## config.mk

```make
export PLATFORM = sky130hd
export DESIGN_NAME = ppt_sequencer
export DESIGN_NICKNAME = d
export VERILOG_FILES = /design/src/rtl/ppt_sequencer.sv
export SDC_FILE = /design/constraint.sdc
export NUM_CORES = 1
export LEC_CHECK = 0
export CAP_MARGIN = 20
export CORE_ASPECT_RATIO = 0.7
export CORE_MARGIN = 1.5
export CORE_UTILIZATION = 45
export DETAILED_ROUTE_END_ITERATION = 12
export PLACE_DENSITY = 0.71
export SLEW_MARGIN = 0
export SYNTH_ARGS = -nofsm -noshare
export SYNTH_HDL_FRONTEND = slang
export SYNTH_SLANG_ARGS = --single-unit
```

## constraint.sdc

```tcl
create_clock -name clk -period 4.4 [get_ports clk]
set_input_delay 0.66 -clock clk [delete_from_list [all_inputs] [get_ports clk]]
set_output_delay 0.66 -clock clk [all_outputs]
set_load 0.05 [all_outputs]
```

## src/rtl/ppt_sequencer.sv

```systemverilog
// ppt_sequencer -- programmable pulse-train sequencer.
//
// Generates bursts of HIGH_LEN-high / LOW_LEN-low periods on pulse_out, timed in
// units of the external tick enable. A burst is started from IDLE by a CTRL write
// with bit0 set, or by trig while ARM is set. COUNT=0 runs until abort.
//
// Ports:
//   clk        - single clock, rising edge
//   rst        - synchronous active-high reset
//   tick       - time-base enable; burst timers only advance when high
//   cfg_we     - register write strobe
//   cfg_addr   - register address (0 HIGH_LEN, 1 LOW_LEN, 2 COUNT, 3 CTRL, 4 SENT)
//   cfg_wdata  - register write data
//   cfg_rdata  - combinational readback of the register at cfg_addr
//   trig       - external start request (already synchronized), gated by ARM
//   abort      - stop request, returns to IDLE without done
//   pulse_out  - registered pulse output, high exactly while in HIGH
//   busy       - high while a burst is running
//   done       - one-cycle strobe when a finite burst completes
module ppt_sequencer #(
    parameter int LEN_W = 8
) (
    input  logic             clk,
    input  logic             rst,
    input  logic             tick,
    input  logic             cfg_we,
    input  logic [2:0]       cfg_addr,
    input  logic [LEN_W-1:0] cfg_wdata,
    output logic [LEN_W-1:0] cfg_rdata,
    input  logic             trig,
    input  logic             abort,
    output logic             pulse_out,
    output logic             busy,
    output logic             done
);

    localparam logic [LEN_W-1:0] ZERO_C = {LEN_W{1'b0}};
    localparam logic [LEN_W-1:0] ONE_C  = {{(LEN_W-1){1'b0}}, 1'b1};

    typedef enum logic [1:0] {
        ST_IDLE = 2'd0,
        ST_HIGH = 2'd1,
        ST_LOW  = 2'd2
    } state_t;

    // A programmed length of 0 behaves as 1 so every phase lasts at least one tick.
    function automatic logic [LEN_W-1:0] eff_len(input logic [LEN_W-1:0] len);
        eff_len = (len == ZERO_C) ? ONE_C : len;
    endfunction

    // A timer at 0 can only come from corruption; treat it as expired so the FSM
    // can never stall in HIGH or LOW.
    function automatic logic timer_expired(input logic [LEN_W-1:0] t);
        timer_expired = (t == ONE_C) || (t == ZERO_C);
    endfunction

    // Programmed (host-visible) registers
    logic [LEN_W-1:0] high_len_r;
    logic [LEN_W-1:0] low_len_r;
    logic [LEN_W-1:0] count_r;
    logic             arm_r;
    logic [LEN_W-1:0] sent_r;

    // Per-burst snapshots so host writes during a burst only affect the next one
    logic [LEN_W-1:0] sh_high_r;
    logic [LEN_W-1:0] sh_low_r;
    logic [LEN_W-1:0] sh_count_r;

    state_t           state_r;
    state_t           state_nxt_s;
    logic [LEN_W-1:0] timer_r;
    logic [LEN_W-1:0] timer_nxt_s;
    logic [LEN_W-1:0] sent_nxt_s;
    logic [LEN_W-1:0] sent_inc_s;
    logic             done_nxt_s;
    logic             load_shadow_s;
    logic             pulse_r;
    logic             done_r;
    logic             ctrl_start_s;
    logic             start_s;
    logic             busy_s;

    assign ctrl_start_s = cfg_we && (cfg_addr == 3'd3) && cfg_wdata[0];
    assign start_s      = ctrl_start_s || (arm_r && trig);
    assign sent_inc_s   = sent_r + ONE_C;
    assign busy_s       = (state_r != ST_IDLE);

    assign pulse_out = pulse_r;
    assign busy      = busy_s;
    assign done      = done_r;

    // Next-state, timer, SENT and done decode for the burst FSM
    always_comb begin
        state_nxt_s   = state_r;
        timer_nxt_s   = timer_r;
        sent_nxt_s    = sent_r;
        done_nxt_s    = 1'b0;
        load_shadow_s = 1'b0;
        if (abort) begin
            // Abort wins over everything, including a start in the same cycle.
            state_nxt_s = ST_IDLE;
        end else begin
            case (state_r)
                ST_IDLE: begin
                    if (start_s) begin
                        state_nxt_s   = ST_HIGH;
                        timer_nxt_s   = eff_len(high_len_r);
                        sent_nxt_s    = ZERO_C;
                        load_shadow_s = 1'b1;
                    end else begin
                        state_nxt_s = ST_IDLE;
                    end
                end
                ST_HIGH: begin
                    if (tick) begin
                        if (timer_expired(timer_r)) begin
                            state_nxt_s = ST_LOW;
                            timer_nxt_s = eff_len(sh_low_r);
                        end else begin
                            timer_nxt_s = timer_r - ONE_C;
                        end
                    end else begin
                        timer_nxt_s = timer_r;
                    end
                end
                ST_LOW: begin
                    if (tick) begin
                        if (timer_expired(timer_r)) begin
                            sent_nxt_s = sent_inc_s;
                            if ((sh_count_r != ZERO_C) && (sent_inc_s == sh_count_r)) begin
                                state_nxt_s = ST_IDLE;
                                done_nxt_s  = 1'b1;
                            end else begin
                                state_nxt_s = ST_HIGH;
                                timer_nxt_s = eff_len(sh_high_r);
                            end
                        end else begin
                            timer_nxt_s = timer_r - ONE_C;
                        end
                    end else begin
                        timer_nxt_s = timer_r;
                    end
                end
                default: begin
                    state_nxt_s = ST_IDLE;
                end
            endcase
        end
    end

    // FSM state, timer, SENT and registered outputs
    always_ff @(posedge clk) begin
        if (rst) begin
            state_r <= ST_IDLE;
            timer_r <= ZERO_C;
            sent_r  <= ZERO_C;
            pulse_r <= 1'b0;
            done_r  <= 1'b0;
        end else begin
            state_r <= state_nxt_s;
            timer_r <= timer_nxt_s;
            sent_r  <= sent_nxt_s;
            // Registering the decoded next state keeps pulse_out aligned with HIGH.
            pulse_r <= (state_nxt_s == ST_HIGH);
            done_r  <= done_nxt_s;
        end
    end

    // Shadow snapshot of the programmed lengths and count at burst start
    always_ff @(posedge clk) begin
        if (rst) begin
            sh_high_r  <= ZERO_C;
            sh_low_r   <= ZERO_C;
            sh_count_r <= ZERO_C;
        end else if (load_shadow_s) begin
            sh_high_r  <= high_len_r;
            sh_low_r   <= low_len_r;
            sh_count_r <= count_r;
        end else begin
            sh_high_r  <= sh_high_r;
            sh_low_r   <= sh_low_r;
            sh_count_r <= sh_count_r;
        end
    end

    // Host register writes; accepted at any time, visible immediately on readback
    always_ff @(posedge clk) begin
        if (rst) begin
            high_len_r <= ZERO_C;
            low_len_r  <= ZERO_C;
            count_r    <= ZERO_C;
            arm_r      <= 1'b0;
        end else if (cfg_we) begin
            case (cfg_addr)
                3'd0:    high_len_r <= cfg_wdata;
                3'd1:    low_len_r  <= cfg_wdata;
                3'd2:    count_r    <= cfg_wdata;
                3'd3:    arm_r      <= cfg_wdata[1];
                default: arm_r      <= arm_r;
            endcase
        end else begin
            arm_r <= arm_r;
        end
    end

    // Combinational readback mux; CTRL reads as {busy, 0..., ARM}
    always_comb begin
        cfg_rdata = ZERO_C;
        case (cfg_addr)
            3'd0:    cfg_rdata = high_len_r;
            3'd1:    cfg_rdata = low_len_r;
            3'd2:    cfg_rdata = count_r;
            3'd3: begin
                cfg_rdata[LEN_W-1] = busy_s;
                cfg_rdata[0]       = arm_r;
            end
            3'd4:    cfg_rdata = sent_r;
            default: cfg_rdata = ZERO_C;
        endcase
    end

endmodule

```

**Word level (Yosys, flattened, before mapping)**

Index checks and enable logic that the tools add are counted.

- Bits in registers: 69
- Latch bits: 0
- Bits in writable memories: 0
- Memory bits (read-only): 0
- Input port bits: 17
- Output and inout bits: 11
- Word-level logic and storage cells: 84
- Memories: 0

- Add/subtract/negate cells: 2
- Multiply operators: 0
- Divide/modulo/power cells: 0
- Magnitude comparators: 0
- Equal/unequal tests: 14
- Shift operators: 0
- Mux-type cells: 29
- Bitwise operators: 4
- Reduce and logical (&&, ||, !) cells: 23

Operators by type and width:

| cell | number |
|---|---|
| $mux W8 | 12 |
| $logic_not A8 Y1 | 4 |
| $pmux W6 S4 | 1 |
| $pmux W8 S3 | 1 |
| $pmux W8 S2 | 1 |
| $mux W2 | 5 |
| $pmux W1 S5 | 2 |
| $add A8 B1 Y8 const B | 1 |
| $eq A8 B1 Y1 const B | 1 |
| $eq A8 B8 Y1 | 1 |
| $ne A2 B2 Y1 const B | 4 |
| $reduce_and A2 Y1 | 4 |
| $reduce_bool A8 Y1 | 1 |
| $sub A8 B1 Y8 const B | 1 |
| $eq A3 B2 Y1 const B | 2 |
| $mux W1 | 6 |
| $pmux W2 S3 | 1 |
| $reduce_and A6 Y1 | 1 |
| $reduce_and A5 Y1 | 1 |
| $reduce_or A5 Y1 | 1 |
| $eq A2 B1 Y1 const B | 2 |
| $logic_and A1 B1 Y1 | 4 |
| $not A1 Y1 | 4 |
| $reduce_bool A2 Y1 | 2 |
| 8 further kinds | 9 |

**Logic depth before layout (Yosys ltp)**

Gate-level depths: netlist of the first run.

- Depth in word-level cells: 9
- Depth in mapped cells: 10
- Depth with buffers taken out: 8

**Least setup slack after synthesis of the first run**

No wires, ideal clock.

- Kind: input-to-output
- Start: in cfg_addr[0]
- End: out cfg_rdata[3]
- Arrival time: 2.551 ns
- Data required time: 3.740 ns
- Setup slack: 1.189 ns
- Stages: 6
- Path buffers: 2
- Cells stage by stage: clkbuf_1 -> clkbuf_1 -> mux2i_1 -> nor2_1 -> a21oi_1 -> o21ai_0

- Longest elaborated chain between the ends: 2
- Elaborated cells on any way between the ends: 5
- Those cells by class: 3 x eq/ne; 1 x mux; 1 x reduce/logical

Ends and longest elaborated chain:

| element | line | RTL |
|---|---|---|
| start, declared | 27 | `input logic [2:0] cfg_addr,` |
| $eq A3 B3 Y1 (tied with other cells) | 209 | `case (cfg_addr)` |
| $pmux W6 S4 * | 209 |  |
| end, declared | 29 | `output logic [LEN_W-1:0] cfg_rdata,` |

Mark *: on every way between the ends. The rest lies on a longest branch, timed or not.

**Worst setup path after layout of the first run**

- Start: in cfg_addr[1]
- End: out cfg_rdata[5]

The elaborated chain is that of the path after synthesis.

==> qor.csv, run 1 <==
stage;metric;value;unit
clock_network;clockBufferDepth;2;
synthesis;syn_nets;464;
detailed_routing;post_drt_wl_per_cell;17.2;um
critical_path;regToRegEndpoint;timer_r[0]$_SDFFE_PP0P_;
sta;slew_headroom;32.8;%
synthesis;ys.flop_type;dfxtp_1;
power_and_ir_drop;seq_power_share;45.1;%
synthesis;synth_cell_types;57;
place;dp_hpwl;6.95;mm
critical_path;cp.arrival;3.10;ns
power_and_ir_drop;internal_power;0.00107;W
sta;finalCriticalPeriod;3.76;ns
sta;slew_viol_final;0;
detailed_routing;wl;9.66;mm
clock_network;cts_root_buf;clkbuf_16;
critical_path;crit_required;3.74;ns
layout;area_growth;16.0;%
clock_network;hold_buffers;0;
global_route;overflow;0;
detailed_routing;met1_length;4.82;mm
global_route;grt_pass1_wl;15.8;mm
power_and_ir_drop;p_switching;0.000352;W
clock_network;cts-resized-gates;0;
synthesis;synth.most_common_cell;dfxtp_1;
power_and_ir_drop;p_leak;1.47;nW
worst_hold_path;min_path_cells;2;
clock_network;cts.sinks;69;
layout;drive_above_1_share;8.48;%
power_and_ir_drop;switching_share;24.8;%
sta;post-route-period-util;85.4;%
die;io-pin-count;28;
die;die_w;112;um
detailed_routing;drtPass1Iterations;5;
synthesis;syn_inst;440;
detailed_routing;wl_met2;3.96;mm
power_and_ir_drop;p_per_area;330;mW/mm^2
detailed_routing;top_layer;met4;
detailed_routing;post-route-drc-count;0;
clock_network;ctsHtreeMaxLevel;3;
clock_network;cts.clk_slew.worst_paths;0.06;ns
detailed_routing;met3WireLength;791;um
synthesis;synth_area_leader_cell;dfxtp_1;
die;std_cell_rows;27;
synthesis;yosysSeqAreaShare;37.2;%
sta;skew;0.00655;ns
die;core;0.00794;mm^2
sta;fmax;266;MHz
critical_path;critPathKind;primary input to primary output;
global_route;grt_pass1_vias;3048;
clock_network;clk_latency;0.33;ns
status;status;finished, final reports clean;
synthesis;synth.top_cells.by_count;69 x dfxtp_1, 65 x nor2_1, 50 x mux2i_1;
place;port_buffers;27;
sta;report.final.hold_viol_count;0;
place;gp_congestion;0.844;
sta;tightest_slew;1.00;ns
power_and_ir_drop;p_comb_share;7.6;%
critical_path;r2r_slack;1.57;ns
detailed_routing;vias;3330;
layout;seq_area;0.00138;mm^2
global_route;gr-usage-all-layers;22.9;%
synthesis;async_flop_share;0;%
clock_network;cts_buffers;9;
synthesis;synth_top_area_share;37.2;%
flow_run;maxCapViolations;0;
layout;fillers;712;
critical_path;startpoint;cfg_addr[1];
synthesis;synth_area_per_cell;8.43;um^2
detailed_routing;drtAntennaViolNets;0;
critical_path;critical_path.startpoint_type;primary input;
power_and_ir_drop;ir_drop;0.264;mV
detailed_routing;vias_per_cell;5.94;
die;die_h;79.0;um
synthesis;synth_area_leaders;dfxtp_1 37%, mux2i_1 13%, nor2_1 6.6%, a21oi_1 4.9%, nand2_1 4.5%;
die;die_area;0.00880;mm^2
layout;final_cell_count_no_fill;561;
layout;final_nets;479;
sta;timing.setup.tns;0;ns
power_and_ir_drop;clkPwrFrac;47.3;%
place;numPlacedInstances;545;
die;start_util;46.7;%
synthesis;synth-seq-cells;69;
global_route;grt_max_degree;45;
worst_hold_path;hold_class;flip-flop to flip-flop;
global_route;antenna_found_initial;0;
clock_network;post-cts-setup-buffer-count;0;
synthesis;synth_edf_count;0;
layout;multiInputGateArea;0.00217;mm^2
critical_path;reg2reg_depth;7;
clock_network;cts_tree;built;
synthesis;yosysWarnings;0;
critical_path;cp_max_fo;15;
layout;n_antenna_cell;0;
sta;setup_violations;0;
critical_path;worstSetupEndpointType;primary output;
critical_path;crit_end;cfg_rdata[5];
synthesis;synth_area;0.00371;mm^2
critical_path;r2r_start;sent_r[0]$_SDFFE_PP0P_;
sta;rsz0062_at_grt;no;
detailed_routing;drtIter0Drc;354;
## worst max-delay path, stage by stage
cell and delay [ns]:
clkdlybuf4s50_1 0.82, nand2b_1 0.16, nor2_1 0.38, nand2_1 0.10, o21ai_0 0.12, clkdlybuf4s50_1 0.85
## area by class of cell
| type | instances | share of cell area [%] |
|---|---|---|
| clock buffers | 10 | 5.55 |
| clock inverters | 6 | 0.901 |
| inverters | 9 | 0.785 |
| multi-input cells | 333 | 50.5 |
| flip-flops and latches | 69 | 32.1 |
| well taps | 101 | 2.94 |
| repair buffers | 33 | 7.21 |
## placed cells by master (no fill, tap or decap), types with 2 or more instances in the layout
cell | synthesis | layout
a311oi_1 | 2 | 2
or3_1 | 6 | 6
o41ai_1 | 2 | 2
buf_4 | 0 | 6
ha_1 | 7 | 7
nor2_1 | 65 | 64
and3_1 | 2 | 2
dfxtp_1 | 69 | 69
nor3b_1 | 2 | 2
and4_1 | 4 | 4
a211oi_1 | 2 | 2
xor2_1 | 6 | 6
a21oi_1 | 36 | 36
nor2b_1 | 5 | 5
or4_1 | 3 | 3
a31oi_1 | 2 | 2
nor3_1 | 5 | 5
o31ai_1 | 2 | 2
nor4_1 | 6 | 6
clkinvlp_4 | 0 | 2
inv_1 | 8 | 8
a211oi_2 | 5 | 5
nand2b_1 | 5 | 5
o211ai_1 | 4 | 4
clkbuf_16 | 0 | 9
xnor2_1 | 7 | 7
nand3_1 | 6 | 6
o21ai_0 | 23 | 23
a221oi_1 | 4 | 4
clkdlybuf4s50_1 | 0 | 26
nand2_1 | 44 | 44
nand4b_1 | 3 | 3
mux2i_1 | 50 | 50
or4_4 | 2 | 2
clkinv_2 | 0 | 3
## power groups by stage
| stage | sequential (W) | combinational, W | clock [W] |
|---|---|---|---|
| after floorplan | 0.000651 | 0.0000698 | 0 |
| after global placement | 0.000653 | 0.000104 | 0 |
| after detailed placement | 0.000653 | 0.000106 | 0 |
| after CTS | 0.000639 | 0.000106 | 0.000680 |
| after global routing | 0.000640 | 0.000117 | 0.000709 |
| final | 0.000640 | 0.000108 | 0.000671 |
## flip-flops by register name, summed over array words and instances, names as in the netlist
name and flops:
timer_r 8, done 1, sh_low_r 8, sh_count_r 8, sent_r 8, high_len_r 8, arm_r 1, count_r 8
low_len_r 8, sh_high_r 8, pulse_out 1, state_r 2
## how the worst min path moves through the flow
stage / start / to / slack, ns
final: sh_high_r[0]$_SDFFE_PP0P_ / sh_high_r[0]$_SDFFE_PP0P_ / 0.51
after global routing: sh_high_r[0]$_SDFFE_PP0P_ / sh_high_r[0]$_SDFFE_PP0P_ / 0.53
after CTS: high_len_r[0]$_SDFFE_PP0P_ / high_len_r[0]$_SDFFE_PP0P_ / 0.51
after detailed placement: sh_low_r[0]$_SDFFE_PP0P_ / sh_low_r[0]$_SDFFE_PP0P_ / 0.50
after global placement: sh_high_r[0]$_SDFFE_PP0P_ / sh_high_r[0]$_SDFFE_PP0P_ / 0.48
after floorplan: high_len_r[0]$_SDFFE_PP0P_ / high_len_r[0]$_SDFFE_PP0P_ / 0.46
## logic make-up after synthesis
| kind of cell | synth area share, % |
|---|---|
| flops | 37.2 |
| mux | 14.1 |
| compound gates | 16.4 |
| simple gates | 22.4 |
| buf+inv | 4.39 |
| xor+xnor | 3.07 |
| fa+ha+maj | 2.36 |
## stage by stage
step	hold WS [ns]	utilization [%]	setup slack, ns	total power (W)	instance area (um^2)
floorplan	0.456	-	1.19	0.000720	3710
global placement	0.476	50.7	0.789	0.000757	4030
detailed placement	0.495	50.7	0.730	0.000759	4030
CTS	0.508	54.2	0.701	0.00143	4300
global route	0.529	54.2	0.475	0.00147	4300
finish	0.509	54.2	0.644	0.00142	4300
## routing by layer
metal / track usage (%) / up-vias
li1: - / 1603
met1: 35.0 / 1584
met2: 32.3 / 134
met3: 4.73 / 9
met4: 5.57 / 0
met5: 0 / -
(Power assumes the default switching activity.)
==> inputs of run 2 (changes only) <==
--- a/config.mk
+++ b/config.mk
@@ -10,8 +10,9 @@
 export CORE_MARGIN = 1.5
 export CORE_UTILIZATION = 45
 export DETAILED_ROUTE_END_ITERATION = 12
-export PLACE_DENSITY = 0.71
+export PLACE_DENSITY = 0.73
 export SLEW_MARGIN = 0
 export SYNTH_ARGS = -nofsm -noshare
 export SYNTH_HDL_FRONTEND = slang
 export SYNTH_SLANG_ARGS = --single-unit
+export TNS_END_PERCENT = 1
==> constraint.sdc (replaced) <==
create_clock -name clk -period 3.1 [get_ports clk]
set_input_delay 0.465 -clock clk [delete_from_list [all_inputs] [get_ports clk]]
set_output_delay 0.465 -clock clk [all_outputs]
set_load 0.05 [all_outputs]
==> run 2 against run 1 <==
Non-clock buffer count increased by 5. Global-route usage increased by 0.68 points. Critical path depth increased by 1. Worst setup slack got worse by 0.41 ns. Worst hold slack got worse by 0.0024 ns. Design area increased by 4.0%. Routed wire length increased by 4.8%. Largest power group unchanged. Highest routed layer unchanged.
==> qor.csv, run 2 (synthesis results as in run 1) <==
stage;metric;value;unit;change
status;status;finished, final reports clean;;
sta;slew_headroom;36.2;%;+3.4 points
global_route;grt_pass1_wl;16.0;mm;+0.92%
detailed_routing;post-route-drc-count;0;;unchanged
sta;report.final.hold_viol_count;0;;unchanged
die;start_util;46.7;%;unchanged
power_and_ir_drop;ir_drop;0.440;mV;+66%
die;die_area;0.00880;mm^2;unchanged
die;std_cell_rows;27;;unchanged
clock_network;post-cts-setup-buffer-count;0;;unchanged
clock_network;cts.sinks;69;;unchanged
die;die_h;79.0;um;unchanged
clock_network;cts_root_buf;clkbuf_16;;
sta;setup_slack;0.237;ns;-0.407 ns
clock_network;clockBufferDepth;2;;unchanged
power_and_ir_drop;seq_power_share;40.5;%;-4.6 points
critical_path;reg2reg_depth;7;;unchanged
layout;utilization;56.4;%;+2.2 points
global_route;grt_max_degree;39;;-13%
sta;tightest_slew;0.950;ns;-0.0511 ns
detailed_routing;vias_per_cell;6.01;;+1.3%
critical_path;critical_path.startpoint_type;flip-flop;;
sta;fmax;349;MHz;
clock_network;ctsHtreeMaxLevel;3;;unchanged
layout;area_growth;20.7;%;
sta;slew_viol_final;0;;unchanged
global_route;antenna_found_initial;0;;unchanged
clock_network;cts.clk_slew.worst_paths;0.06;ns;about the same
power_and_ir_drop;internal_power;0.00175;W;+64%
sta;rsz0062_at_grt;no;;
sta;finalCriticalPeriod;2.86;ns;
critical_path;cp.arrival;3.12;ns;+0.02 ns
layout;n_antenna_cell;0;;unchanged
power_and_ir_drop;p_comb_share;7.2;%;-0.4 points
layout;drive_above_1_share;10.8;%;+2.3 points
place;dp_hpwl;7.27;mm;+4.6%
detailed_routing;post_drt_wl_per_cell;17.9;um;+3.8%
power_and_ir_drop;p_per_area;501;mW/mm^2;+52%
worst_hold_path;min_path_cells;2;;unchanged
detailed_routing;drtIter0Drc;302;;-15%
global_route;grt_pass1_vias;2969;;-2.6%
global_route;gr-usage-all-layers;23.5;%;+0.68 points
critical_path;worstSetupEndpointType;flip-flop;;
power_and_ir_drop;clkPwrFrac;52.2;%;+4.9 points
flow_run;maxCapViolations;0;;unchanged
place;pre_cts_slack;0.155;ns;-0.575 ns
power_and_ir_drop;p_leak;1.56;nW;+6.0%
clock_network;cts_buffers;9;;unchanged
critical_path;crit_required;3.35;ns;-0.39 ns
die;io-pin-count;28;;unchanged
power_and_ir_drop;switching_share;22.1;%;-2.7 points
critical_path;critPathKind;flip-flop to flip-flop;;
clock_network;cts_tree;built;;
sta;skew;0.00478;ns;-0.00177 ns
worst_hold_path;hold_class;flip-flop to flip-flop;;
clock_network;hold_buffers;0;;unchanged
detailed_routing;vias;3402;;+2.2%
power_and_ir_drop;power.total;0.00224;W;+58%
place;port_buffers;27;;unchanged
detailed_routing;drtAntennaViolNets;0;;unchanged
sta;timing.setup.tns;0;ns;unchanged
sta;setup_violations;0;;unchanged
layout;final_common_cell;dfxtp_1;;
clock_network;cts-resized-gates;0;;unchanged
layout;layout_common_cells;69 x dfxtp_1, 64 x nor2_1, 50 x mux2i_1;;
die;die_w;112;um;unchanged
place;gp_congestion;0.848;;+0.50%
sta;post-route-period-util;92.4;%;
detailed_routing;drtPass1Iterations;5;;unchanged
global_route;overflow;0;;unchanged
critical_path;cp_max_fo;9;;-6
die;core;0.00794;mm^2;unchanged
layout;final_nets;484;;+1.0%
clock_network;clk_latency;0.34;ns;about the same
power_and_ir_drop;p_switching;0.000496;W;+41%
detailed_routing;wl;10.1;mm;+4.8%
run 2: per-stage QoR:
step / cell area (um^2) / hold slack [ns] / std cells
global route: 4480 / 0.529 / 566
finish: 4480 / 0.507 / 566
floorplan: 3710 / 0.456 / 440
detailed placement: 4140 / 0.493 / 550
global placement: 4140 / 0.480 / 550
CTS: 4480 / 0.506 / 566
run 2: final cells by class:
class | count | area, um^2
fillers | 712 | 3460
multi-input cells | 333 | 2170
flip-flops and latches | 69 | 1380
repair buffers | 38 | 428
clock buffers | 10 | 229
well taps | 101 | 126
clock inverters | 6 | 111
inverters | 9 | 33.8
run 2: worst max-delay path, stage by stage, from the launching register on:
cell	delay, ns
dfxtp_1	0.50
ha_1	0.33
and3_4	0.26
a31oi_1	0.09
or4b_4	0.55
or4_4	0.60
and2_4	0.24
a211oi_2	0.20
run 2: metal layers:
layer / part of all wire [%] / track usage [%] / vias up
li1: - / - / 1609
met1: 48 / 35.4 / 1640
met2: 42 / 32.0 / 141
met3: 8.5 / 6.56 / 12
met4: 1.1 / 7.34 / 0
met5: 0 / 0 / -
run 2: power groups by stage:
stage          clock network, W  logic (W)  registers (W)
2_1_floorplan                 0  0.0000990       0.000923
3_3_place_gp                  0   0.000156       0.000927
3_5_place_dp                  0   0.000158       0.000927
4_1_cts                 0.00119   0.000159       0.000908
5_1_grt                 0.00122   0.000174       0.000909
6_report                0.00117   0.000162       0.000909
run 2: worst paths after layout:
check / endpoint / slack (ns) / startpoint
min: sh_low_r[0]$_SDFFE_PP0P_ / 0.51 / sh_low_r[0]$_SDFFE_PP0P_
max reg2reg: timer_r[4]$_SDFFE_PP0P_ / 0.24 / sent_r[0]$_SDFFE_PP0P_
max: timer_r[4]$_SDFFE_PP0P_ / 0.24 / sent_r[0]$_SDFFE_PP0P_
min reg2reg: sh_low_r[0]$_SDFFE_PP0P_ / 0.51 / sh_low_r[0]$_SDFFE_PP0P_
==> inputs of run 3 (changes only) <==
--- a/config.mk
+++ b/config.mk
@@ -9,6 +9,7 @@
 export CORE_ASPECT_RATIO = 0.7
 export CORE_MARGIN = 1.5
 export CORE_UTILIZATION = 45
+export CTS_CLUSTER_DIAMETER = 80
 export DETAILED_ROUTE_END_ITERATION = 12
 export PLACE_DENSITY = 0.73
 export SLEW_MARGIN = 0
==> results of run 3 <==
Final layout, timing and power as in run 2 (identical DEF).
